==> src/rtl/katana_tracker.sv <==
// katana_tracker: finds the centroid of red-marker pixels over one camera frame
// and presents it as katana_x/katana_y, held stable until the next frame's update.
module katana_tracker #(
    parameter int         H_ACTIVE   = 1024,
    parameter int         V_ACTIVE   = 768,
    parameter logic [3:0] R_MIN      = 4'd10,
    parameter logic [3:0] GB_MAX     = 4'd5,
    parameter int         MIN_PIXELS = 64
) (
    input  logic        clk_in,
    input  logic        rst_in,
    input  logic [10:0] hcount_in,
    input  logic [9:0]  vcount_in,
    input  logic        pixel_valid_in,
    input  logic [11:0] pixel_in,
    output logic [10:0] katana_x,
    output logic [9:0]  katana_y,
    output logic        found_out,
    output logic        new_pos_out,
    output logic        busy_out
);

    localparam logic [10:0] H_LIM   = 11'(H_ACTIVE);
    localparam logic [9:0]  V_LIM   = 10'(V_ACTIVE);
    localparam logic [19:0] MIN_CNT = 20'(MIN_PIXELS);
    localparam logic [10:0] X_HOME  = 11'(H_ACTIVE / 2);
    localparam logic [9:0]  Y_HOME  = 10'(V_ACTIVE / 2);

    typedef enum logic [1:0] {IDLE, DIV_X, DIV_Y, UPDATE} state_t;

    state_t      state, next_state;

    logic        pixel_match, frame_done;
    logic [29:0] sum_x, sum_y;
    logic [19:0] pix_count;

    // Divider: dq holds the dividend shifting out and the quotient shifting in.
    logic [29:0] dq, div_y_src;
    logic [19:0] divisor, rem;
    logic [4:0]  step;
    logic [10:0] quot_x;
    logic        found;

    logic [20:0] trial;
    logic        trial_ge, last_step;
    logic [19:0] rem_next;
    logic [29:0] dq_next;

    // Pixel classification, frame-end detection and one restoring-division step.
    always_comb begin
        pixel_match = pixel_valid_in && (hcount_in < H_LIM) && (vcount_in < V_LIM)
                      && (pixel_in[11:8] >= R_MIN) && (pixel_in[7:4] <= GB_MAX)
                      && (pixel_in[3:0] <= GB_MAX);
        frame_done  = (hcount_in == H_LIM) && (vcount_in == V_LIM);
        trial       = {rem, dq[29]};
        trial_ge    = (trial >= {1'b0, divisor});
        rem_next    = trial_ge ? 20'(trial - {1'b0, divisor}) : trial[19:0];
        dq_next     = {dq[28:0], trial_ge};
        last_step   = (step == 5'd29);
        busy_out    = (state != IDLE);
    end

    // State register.
    always_ff @(posedge clk_in) begin
        if (rst_in) state <= IDLE;
        else        state <= next_state;
    end

    // Next-state logic; a too-small frame skips straight to UPDATE.
    always_comb begin
        next_state = state;
        case (state)
            IDLE:    if (frame_done) next_state = (pix_count < MIN_CNT) ? UPDATE : DIV_X;
            DIV_X:   if (last_step) next_state = DIV_Y;
            DIV_Y:   if (last_step) next_state = UPDATE;
            UPDATE:  next_state = IDLE;
            default: next_state = IDLE;
        endcase
    end

    // Per-frame accumulators; frame end always clears them, even while busy.
    always_ff @(posedge clk_in) begin
        if (rst_in || frame_done) begin
            sum_x     <= '0;
            sum_y     <= '0;
            pix_count <= '0;
        end else if (pixel_match) begin
            sum_x     <= sum_x + 30'(hcount_in);
            sum_y     <= sum_y + 30'(vcount_in);
            pix_count <= pix_count + 20'd1;
        end
    end

    // Latch the frame totals and run the shared divider for x then y.
    always_ff @(posedge clk_in) begin
        if (rst_in) begin
            dq        <= '0;
            div_y_src <= '0;
            divisor   <= '0;
            rem       <= '0;
            step      <= '0;
            quot_x    <= '0;
            found     <= 1'b0;
        end else begin
            case (state)
                IDLE: begin
                    if (frame_done) begin
                        dq        <= sum_x;
                        div_y_src <= sum_y;
                        divisor   <= pix_count;
                        rem       <= '0;
                        step      <= '0;
                        found     <= (pix_count >= MIN_CNT);
                    end
                end
                DIV_X: begin
                    if (last_step) begin
                        quot_x <= dq_next[10:0];
                        dq     <= div_y_src;
                        rem    <= '0;
                        step   <= '0;
                    end else begin
                        dq     <= dq_next;
                        rem    <= rem_next;
                        step   <= step + 5'd1;
                    end
                end
                DIV_Y: begin
                    dq   <= dq_next;
                    rem  <= rem_next;
                    step <= last_step ? 5'd0 : step + 5'd1;
                end
                default: ;
            endcase
        end
    end

    // Registered outputs change only on the UPDATE edge or on reset.
    always_ff @(posedge clk_in) begin
        if (rst_in) begin
            katana_x    <= X_HOME;
            katana_y    <= Y_HOME;
            found_out   <= 1'b0;
            new_pos_out <= 1'b0;
        end else begin
            new_pos_out <= (state == UPDATE);
            if (state == UPDATE) begin
                found_out <= found;
                if (found) begin
                    katana_x <= quot_x;
                    katana_y <= dq[9:0];
                end
            end
        end
    end

endmodule

==> config.mk <==
export PLATFORM = sky130hd
export DESIGN_NAME = katana_tracker
export DESIGN_NICKNAME = d
export VERILOG_FILES = /design/src/rtl/katana_tracker.sv
export SDC_FILE = /design/constraint.sdc
export NUM_CORES = 1
export LEC_CHECK = 0
export ABC_AREA = 1
export BUFFER_PORTS_ARGS = -buffer_cell sky130_fd_sc_hd__buf_2
export CELL_PAD_IN_SITES_DETAIL_PLACEMENT = 1
export CELL_PAD_IN_SITES_GLOBAL_PLACEMENT = 1
export CORE_MARGIN = 4
export CORE_UTILIZATION = 40
export CTS_CLUSTER_DIAMETER = 200
export CTS_CLUSTER_SIZE = 16
export DETAILED_ROUTE_END_ITERATION = 16
export PLACE_DENSITY_LB_ADDON = 0.1
export SLEW_MARGIN = 20
export SYNTH_ARGS = -nofsm -noshare
export SYNTH_HDL_FRONTEND = slang
export SYNTH_SLANG_ARGS = --single-unit
==> constraint.sdc <==
create_clock -name clk_in -period 2.1 [get_ports clk_in]
set_input_delay 0.42 -clock clk_in [delete_from_list [all_inputs] [get_ports clk_in]]
set_output_delay 0.42 -clock clk_in [all_outputs]
set_load 0.05 [all_outputs]
==> flow_summary.ini, run 1 <==
[critical_path]
critPathMaxFanout = 3
crit_type = reg2out
critPathLaunchType = flip-flop
max_stage_delay_ps = 370
critical_path_buf_inv_count = 4
cp_data_required_time_ps = 1680
crit_path_top_delay_cell = dfxtp_1
cpMostUsedCell = buf_6
cp_cell_sequence = inv_1 -> ha_2 -> inv_2 -> buf_6 -> buf_6
end_kind = output pin
critPathTopFamily = buffers and inverters
critPathArrivalTime_ps = 1600

[synthesis]
ys_ff_latch = 222
synth_area_um2 = 12400
yosysWarnings = 0
ys_seq_area_share_pct = 35.8
synth_area_leaders = dfxtp_1, nand2_1, a21oi_1
yosys-top-cells-count = nand2_1, dfxtp_1, nor2_1
synth_edf_count = 0
synth_top_area_share_pct = 35.8
synth_most_common_cell = nand2_1
synth_area_per_cell_um2 = 6.65
ys_types = 50
synth_top_area_cell = dfxtp_1
syn-num-nets = 1955
synth-main-ff-cell = dfxtp_1
async_reset_ff_share_pct = 0
syn_inst = 1867

[cells_and_area]
fin_area_um2 = 14900
syn_to_final_growth_pct = 19.6
num_antenna_cells = 0
final_net_count = 2080
drive_gt1_share_pct = 15.6
instances_no_fill = 2388

[clocking]
clockBufferDepth = 3
ctsHoldBuffers = 0
cts_tree = done
cts.sinks = 222
worstSkewPairLatency_ps = 500
root_buffer = clkbuf_16
clkTransAtPathRegs_ps = 70
cts_buffers = 17
h-tree-depth = 1

[timing]
relSlewSlack_pct = 55.4
max_freq_mhz = 495
rsz0062_at_grt = true
whs_ps = 369
setup_viol = 0
timing.final.max_slew_violations = 0
timing.final.crit_share_pct = 96.1
finalHoldViolCount = 0
finalCriticalPeriod_ps = 2020
fin_worst_skew_ps = 22.4
tightest_slew_ps = 668

[floorplan]
io_pins = 60
fp.dieW_um = 184
num_rows = 64
die_y_um = 184
die_area_um2 = 33900
core-area_um2 = 30600
start_util_pct = 40.6

[status]
status = finished, final reports clean

[worst_hold_path]
min_path_type = in2reg

[drt]
dr_total_vias = 12600
detail_route.wl_per_cell_um = 17.1
drt_iter0_markers = 589
drt_pass1_iterations = 5
drc = 0
ant_nets = 0
via_per_inst = 5.29
wirelength_um = 40800

[pwr]
p_per_area_nw_per_um2 = 623
power_leakage_nw = 6.31
max-vdd-ir-drop_mv = 0.430

[place]
place_area_um2 = 13900
place_hpwl_um = 30300
routabilityCongestion = 0.877
place_inst = 2360
port_buffers = 56

[grt]
grt_max_degree = 114
grt.total_usage_pct = 23.3
grt_antenna_before_repair = 1
grt_overflow = 0
first_global_vias = 12700
grt_pass1_wl_um = 65600

[job]
maxCapViolCount = 0
## worst min-delay path, cell delays in order
cell,delay (ps)
buf_2,100
ha_2,160
nand2_1,50
a21oi_1,100
## stage by stage
step / setup TNS, ps / worst slack [ps] / total power, W / utilization, %
after floorplan: 0 / 79.6 / 0.00555 / -
after global placement: -1590 / -175 / 0.00616 / 45.4
after detailed placement: -3360 / -276 / 0.00621 / 45.4
after CTS: 0 / 1.29 / 0.00930 / 47.0
after global routing: -67.5 / -18.8 / 0.00970 / 48.6
final: 0 / 81.3 / 0.00926 / 48.6
## timing repair
action                     CTS  global route
pin swaps                    1            10
cloned                       0             1
setup endpoints to repair   23            72
gates resized for setup     16            90
setup buffers                0             8
## cell usage in the layout, fill, tap and decap left out, drive strengths merged
cell	synthesis	layout
nand2	428	428
dfxtp	222	222
nor2	211	211
inv	205	205
a21oi	182	182
buf	31	182
o21ai	180	180
nand3	149	149
ha	49	49
nor3	41	41
nand4	28	28
xor2	22	22
nand3b	19	19
clkbuf	46	18
xnor2	14	14
nor4	10	10
or2	7	7
o21a	4	4
nor3b	3	3
fa	3	3
a211oi	2	2
o21bai	2	2
clkinvlp	0	2
a21boi	1	1
nor2b	1	1
o211ai	1	1
and2	1	1
a31oi	1	1
o22ai	1	1
and3	1	1
a22oi	1	1
a2bb2oi	1	1
## report_power, final
group          switching [W]  internal (W)  leakage, nW
clock                0.00155       0.00149        0.221
sequential          0.000131       0.00440         1.79
combinational        0.00110      0.000586         4.29
total                0.00278       0.00648         6.31
## area by class of cell
type | count | area (um^2)
sequential | 222 | 4450
clock buffer | 18 | 439
tap | 396 | 495
clock inverter | 1 | 8.76
timing repair inverter | 1 | 5.00
timing repair buffer | 182 | 1420
fill | 4022 | 15700
inverter | 205 | 773
multi-input combinational | 1363 | 7270
## path summary, 6_finish.rpt
path	startpoint	endpoint	slack (ps)	cells past startpoint
setup / recovery	state[0]	busy_out	80	5
hold / removal	hcount_in[0]	sum_x[0]	370	4
setup reg to reg	divisor[4]	rem[5]	110	14
hold reg to reg	quot_x[9]	katana_x[9]	460	2
## metal layers
layer	share of wire (%)	vias to the layer above	wire (um)	global-route usage [%]
met1	47	6055	19200	32.1
met3	2.9	49	1200	2.25
met4	1.7	2	696	4.88
li1	-	6345	-	-
met5	0.032	-	13	0
met2	48	171	19700	39.8
## logic make-up after synthesis
group	count (synthesis)	synth area share [%]
AOI/OAI and AO/OA	376	15.8
and+or+nand+nor	899	31.4
adders and majority gates	52	5.42
buffers and inverters	282	9.13
DFF	222	35.8
xor gates and xnor gates	36	2.54
## state kept, by name, indices dropped and copies added, names as in the netlist, 20 cells and up
register and count:
dq 30, div_y_src 30, sum_y 30, pix_count 20
sum_x 30, rem 20, divisor 20
No activity file was read; power rests on OpenSTA's default activity.
==> inputs of run 2 (changes only) <==
--- a/config.mk
+++ b/config.mk
@@ -10,10 +10,11 @@
 export CELL_PAD_IN_SITES_DETAIL_PLACEMENT = 1
 export CELL_PAD_IN_SITES_GLOBAL_PLACEMENT = 1
 export CORE_MARGIN = 4
-export CORE_UTILIZATION = 40
+export CORE_UTILIZATION = 45
 export CTS_CLUSTER_DIAMETER = 200
 export CTS_CLUSTER_SIZE = 16
 export DETAILED_ROUTE_END_ITERATION = 16
+export HOLD_SLACK_MARGIN = 0.08
 export PLACE_DENSITY_LB_ADDON = 0.1
 export SLEW_MARGIN = 20
 export SYNTH_ARGS = -nofsm -noshare
==> constraint.sdc (replaced) <==
create_clock -name clk_in -period 2.2 [get_ports clk_in]
set_input_delay 0.44 -clock clk_in [delete_from_list [all_inputs] [get_ports clk_in]]
set_output_delay 0.44 -clock clk_in [all_outputs]
set_load 0.05 [all_outputs]
==> flow_summary.ini, run 2 (synthesis results as in run 1) <==
[clocking]
cts_buffers = 17
h-tree-depth = 1
ctsHoldBuffers = 0
clkTransAtPathRegs_ps = 70
clockBufferDepth = 3
root_buffer = clkbuf_16
cts_tree = done
cts.sinks = 222
worstSkewPairLatency_ps = 500

[critical_path]
r2r_start = divisor[4]
r2r_end = rem[13]
cp_num_cells = 14
rr_worst_depth = 14
critPathMaxFanout = 11
cp_data_required_time_ps = 2570
critical_path_buf_inv_count = 2
critPathArrivalTime_ps = 2480
endpoint = rem[13]
cpMostUsedCell = nand2_1
crit_type = reg2reg
critPathLaunchType = flip-flop
crit_path_top_delay_cell = dfxtp_1
critPathTopFamily = simple AND/OR/NAND/NOR gates
end_kind = flip-flop
cp_cell_sequence = inv_1 -> ha_4 -> nand2_1 -> nor2_2 -> nand2_1 -> nand3_1 -> nand2_1 -> nand2_2 -> nand2_4 -> nand2_8 -> buf_12 -> nand2_1 -> nand3_1 -> a21oi_1
r2r_setup_slack_ps = 90
crit_start = divisor[4]
max_stage_delay_ps = 330

[timing]
timing.final.max_slew_violations = 0
fin_worst_skew_ps = 20.7
timing.final.crit_share_pct = 95.9
max_freq_mhz = 474
setup_viol = 0
whs_ps = 368
worst_slack_ps = 89.8
finalCriticalPeriod_ps = 2110
relSlewSlack_pct = 55.9
finalHoldViolCount = 0
tightest_slew_ps = 661

[grt]
grt_pass1_wl_um = 63700
first_global_vias = 12600
grt_antenna_before_repair = 1
grt.total_usage_pct = 24.9
grt_max_degree = 114
grt_overflow = 0

[cells_and_area]
final_common_cell = nand2_1
final_util_pct = 52.9
num_antenna_cells = 0
final_net_count = 2047
mostFrequentLayoutCells = nand2_1, dfxtp_1, nor2_1, inv_1, a21oi_1
instances_no_fill = 2300
drive_gt1_share_pct = 12.3
syn_to_final_growth_pct = 15.0

[floorplan]
io_pins = 60
start_util_pct = 46.0
num_rows = 60
core-area_um2 = 27000
fp.dieW_um = 174
die_y_um = 174
die_area_um2 = 30300

[job]
maxCapViolCount = 0

[place]
place_inst = 2268
dp_slack_ps = -272
place_hpwl_um = 29300
port_buffers = 56
routabilityCongestion = 0.918

[pwr]
p_per_area_nw_per_um2 = 610
power_leakage_nw = 6.09
max-vdd-ir-drop_mv = 0.393
power_w = 0.00872

[status]
status = finished, final reports clean

[drt]
ant_nets = 0
via_per_inst = 5.51
drt_iter0_markers = 697
dr_total_vias = 12700
drc = 0
drt_pass1_iterations = 5
detail_route.wl_per_cell_um = 17.1
wirelength_um = 39300

[worst_hold_path]
min_path_type = in2reg
## run 2: cell types whose count changed in the layout (fill, tap and decap cells not counted), moves of 3 or more
| cell | delta |
|---|---|
| buf_12 | -3 |
| buf_4 | -26 |
| dfxtp_1 | +4 |
| dfxtp_2 | -4 |
| ha_1 | +6 |
| ha_2 | +3 |
| ha_4 | -9 |
| nand2_1 | +14 |
| nand2_2 | -12 |
| nand3_1 | +7 |
| nand3_2 | -7 |
| nor2_1 | +3 |
| o21ai_0 | +3 |
| o21ai_1 | -4 |
## run 2: layer usage
layer | share of wire, % | global-route usage, % | vias up
li1 | - | - | 6276
met1 | 47 | 34.1 | 6102
met2 | 47 | 42.8 | 235
met3 | 4.1 | 2.87 | 51
met4 | 1.9 | 4.72 | 2
met5 | 0.033 | 0 | -
## run 2: worst reg2reg max path, delay by kind of cell, from the launching register on
| family | cells | cell delay (ps) |
|---|---|---|
| simple gates | 10 | 1040 |
| flops | 1 | 330 |
| fa+ha+maj | 1 | 310 |
| buf+inv | 2 | 240 |
| compound gates | 1 | 70 |
## run 2: power by group
| group | internal (W) | total [W] | switching (W) | leakage, nW |
|---|---|---|---|---|
| registers | 0.00420 | 0.00434 | 0.000136 | 1.79 |
| clock network | 0.00142 | 0.00289 | 0.00147 | 0.221 |
| logic | 0.000489 | 0.00149 | 0.00100 | 4.08 |
| total | 0.00611 | 0.00872 | 0.00260 | 6.09 |
## run 2: how the worst min path moves through the flow
stage	startpoint	end	slack, ps	depth (start not counted)
after floorplan	quot_x[9]	katana_x[9]	430	2
after CTS	vcount_in[0]	sum_y[0]	350	4
after global routing	hcount_in[0]	sum_x[0]	390	4
after global placement	sum_x[28]	sum_x[28]	450	2
final	hcount_in[0]	sum_x[0]	370	4
after detailed placement	katana_x[9]	katana_x[9]	450	2
## run 2: area by class of cell
cell class,count,area [um^2]
clock inverters,1,8.76
flip-flops and latches,222,4450
inverters,205,773
well taps,341,427
fillers,3666,12700
repair buffers,150,1120
clock buffers,18,439
multi-input cells,1363,7070
## run 2: what timing repair did
action / 4_1_cts / 5_1_grt
buffers inserted: 0 / 13
endpoints found under the hold margin: 0 / 0
endpoints found under the setup margin: 22 / 64
pin swaps: 0 / 8
resized for setup: 8 / 48
## run 2: metrics by stage
step           setup TNS (ps)  cell area [um^2]
2_1_floorplan               0             12400
3_3_place_gp            -1240             13500
3_5_place_dp            -3090             13500
4_1_cts                     0             14000
5_1_grt                  -563             14300
6_report                    0             14300
==> inputs of run 3 (changes only) <==
--- a/config.mk
+++ b/config.mk
@@ -5,12 +5,11 @@
 export SDC_FILE = /design/constraint.sdc
 export NUM_CORES = 1
 export LEC_CHECK = 0
-export ABC_AREA = 1
 export BUFFER_PORTS_ARGS = -buffer_cell sky130_fd_sc_hd__buf_2
 export CELL_PAD_IN_SITES_DETAIL_PLACEMENT = 1
 export CELL_PAD_IN_SITES_GLOBAL_PLACEMENT = 1
 export CORE_MARGIN = 4
-export CORE_UTILIZATION = 45
+export CORE_UTILIZATION = 46
 export CTS_CLUSTER_DIAMETER = 200
 export CTS_CLUSTER_SIZE = 16
 export DETAILED_ROUTE_END_ITERATION = 16
==> flow_summary.ini, run 3 <==
[synthesis]
syn_inst = 1431
synth-main-ff-cell = dfxtp_1
yosys-top-cells-count = nand2_1, dfxtp_1, a21oi_1
synth_top_area_share_pct = 39.3
synth_area_per_cell_um2 = 7.89
yosysWarnings = 0
synth_edf_count = 0
ys_types = 74
synth_area_leaders = dfxtp_1, nand2_1, a21oi_1
synth_top_area_cell = dfxtp_1
async_reset_ff_share_pct = 0
ys_ff_latch = 222
synth_area_um2 = 11300
syn-num-nets = 1519
ys_seq_area_share_pct = 39.3
synth_most_common_cell = nand2_1

[worst_hold_path]
worstHoldEndpoint = step[0]
min_from = rst_in
min_path_type = in2reg
holdPathStages = 3

[cells_and_area]
final_net_count = 1757
drive_gt1_share_pct = 28.1
seqCellArea_um2 = 4460
nFillCells = 2918
mostFrequentLayoutCells = nand2_1, dfxtp_1, buf_4, a21oi_1, nor2_1
num_antenna_cells = 0
instances_no_fill = 1992
syn_to_final_growth_pct = 31.9
final_common_cell = nand2_1
multi_input_area_um2 = 7060

[clocking]
cts_tree = done
h-tree-depth = 1
cts_buffers = 17
root_buffer = clkbuf_16
clockBufferDepth = 3
ctsHoldBuffers = 0
worstSkewPairLatency_ps = 490
clkTransAtPathRegs_ps = 80
cts.sinks = 222

[drt]
ant_nets = 0
wirelength_um = 39200
drt_iter0_markers = 627
dr_total_vias = 11400
detail_route.wl_per_cell_um = 19.7
via_per_inst = 5.70
drc = 0
drt_pass1_iterations = 5

[place]
place_inst = 1944
place_hpwl_um = 26600
port_buffers = 56
routabilityCongestion = 0.932

[critical_path]
crit_path_top_delay_cell = or4_1
critPathLaunchType = flip-flop
crit_type = reg2reg
r2r_setup_slack_ps = -350
r2r_end = sum_x[14]
cp_data_required_time_ps = 2630
cp_cell_sequence = ha_4 -> inv_2 -> fa_2 -> nor2b_2 -> o21ai_2 -> a21boi_2 -> o41a_1 -> a2111oi_4 -> buf_4 -> or4_1 -> a21oi_1
critPathMaxFanout = 7
r2r_start = sum_x[0]
end_kind = flip-flop
critPathArrivalTime_ps = 2980
max_stage_delay_ps = 460
rr_worst_depth = 11

[pwr]
pwr-share-clk_pct = 30.4
p_seq_share_pct = 44.3
p_int_w = 0.00634
max-vdd-ir-drop_mv = 0.650
swShare_pct = 32.5
p_sw_w = 0.00306
combPwrFrac_pct = 25.4
p_per_area_nw_per_um2 = 631
power_leakage_nw = 5.57

[grt]
grt_max_degree = 53
grt_antenna_before_repair = 1
grt.total_usage_pct = 27.5
first_global_vias = 11900
grt_overflow = 0
grt_pass1_wl_um = 60600

[floorplan]
die_y_um = 165
start_util_pct = 46.6
die_area_um2 = 27100
io_pins = 60
num_rows = 57
core-area_um2 = 24200
fp.dieW_um = 165

[status]
violations = negative setup slack
status = finished with violations

[timing]
finalCriticalPeriod_ps = 2550
rsz0062_at_grt = true
finalHoldViolCount = 0
setup_viol = 40
worst_slack_ps = -346
fin_worst_skew_ps = 23.4
timing.final.crit_share_pct = 116
relSlewSlack_pct = 42.6
max_freq_mhz = 393
whs_ps = 394
timing.final.max_slew_violations = 0
tightest_slew_ps = 858

[job]
maxCapViolCount = 0
-- run 3: changes by cell type in the layout (fill, tap and decap cells not counted), moves of 14 or more --
cell	before	now
nand2_1	415	251
inv_1	195	51
o21ai_0	172	29
buf_4	82	208
nand3_1	148	26
nor2_1	201	118
or3_1	0	28
a211oi_1	2	28
a22oi_1	1	26
nor3_1	37	15
xnor2_1	14	33
o21ai_1	5	22
o21ai_2	1	18
nand3b_1	19	5
-- run 3: cell type report --
type	instances	area share (%)
repair buffers	293	15.5
multi-input cells	1077	47.4
flip-flops and latches	222	30.0
clock buffers	18	2.95
well taps	324	2.72
inverters	58	1.47
-- run 3: through the flow --
stage	instance area (um^2)	TNS [ps]	setup slack [ps]	utilization [%]	total power, W
after CTS	14400	-5840	-262	59.3	0.00940
after floorplan	11400	-4460	-301	-	0.00556
final	14900	-9420	-346	61.4	0.00940
after detailed placement	13600	-35910	-626	55.9	0.00649
after global routing	14900	-13210	-419	61.4	0.00987
after global placement	13600	-29030	-576	55.9	0.00641
-- run 3: layer usage --
layer | track usage, % | wire length (um)
met2 | 51.0 | 19900
met5 | 0 | 14
met4 | 10.9 | 1800
met3 | 2.82 | 1200
met1 | 32.4 | 16200
-- run 3: cell families after synthesis --
kind of cell,count (synthesis),synth area share [%]
DFF,222,39.3
AOI/OAI and AO/OA,385,20.8
and+or+nand+nor,565,23.3
buffers and inverters,136,4.92
adders and majority gates,52,5.96
muxes,14,1.26
xor gates and xnor gates,57,4.42
-- run 3: what timing repair did --
| action | CTS | global route |
|---|---|---|
| gates cloned | 3 | 2 |
| pin swaps | 44 | 44 |
| buffers inserted | 16 | 15 |
| endpoints found under the hold margin | 0 | 0 |
| endpoints found under the setup margin | 62 | 67 |
| resized for setup | 81 | 86 |
-- run 3: worst max-delay path: cells and delay by family (launching register included) --
kind	cells	cell delay [ps]
AND/OR/NAND/NOR	2	620
buffers and inverters	2	230
AO/OA/AOI/OAI	5	790
adder cells (fa/ha/maj)	2	490
flip-flops	1	360
-- run 3: worst max path at each step --
stage / cells after the start / from / slack [ps] / to
floorplan: 11 / hcount_in[0] / -300 / sum_x[12]
global placement: 13 / hcount_in[0] / -580 / sum_x[16]
detailed placement: 13 / hcount_in[0] / -630 / sum_x[16]
CTS: 11 / sum_x[0] / -260 / sum_x[26]
global route: 11 / sum_x[0] / -420 / sum_x[28]
finish: 11 / sum_x[0] / -350 / sum_x[14]
-- run 3: power groups by stage --
| stage | Combinational (W) | Clock (W) | Sequential, W |
|---|---|---|---|
| after floorplan | 0.00133 | 0 | 0.00423 |
| after global placement | 0.00216 | 0 | 0.00425 |
| after detailed placement | 0.00223 | 0 | 0.00425 |
| after CTS | 0.00234 | 0.00290 | 0.00416 |
| after global routing | 0.00262 | 0.00308 | 0.00417 |
| final | 0.00238 | 0.00285 | 0.00416 |
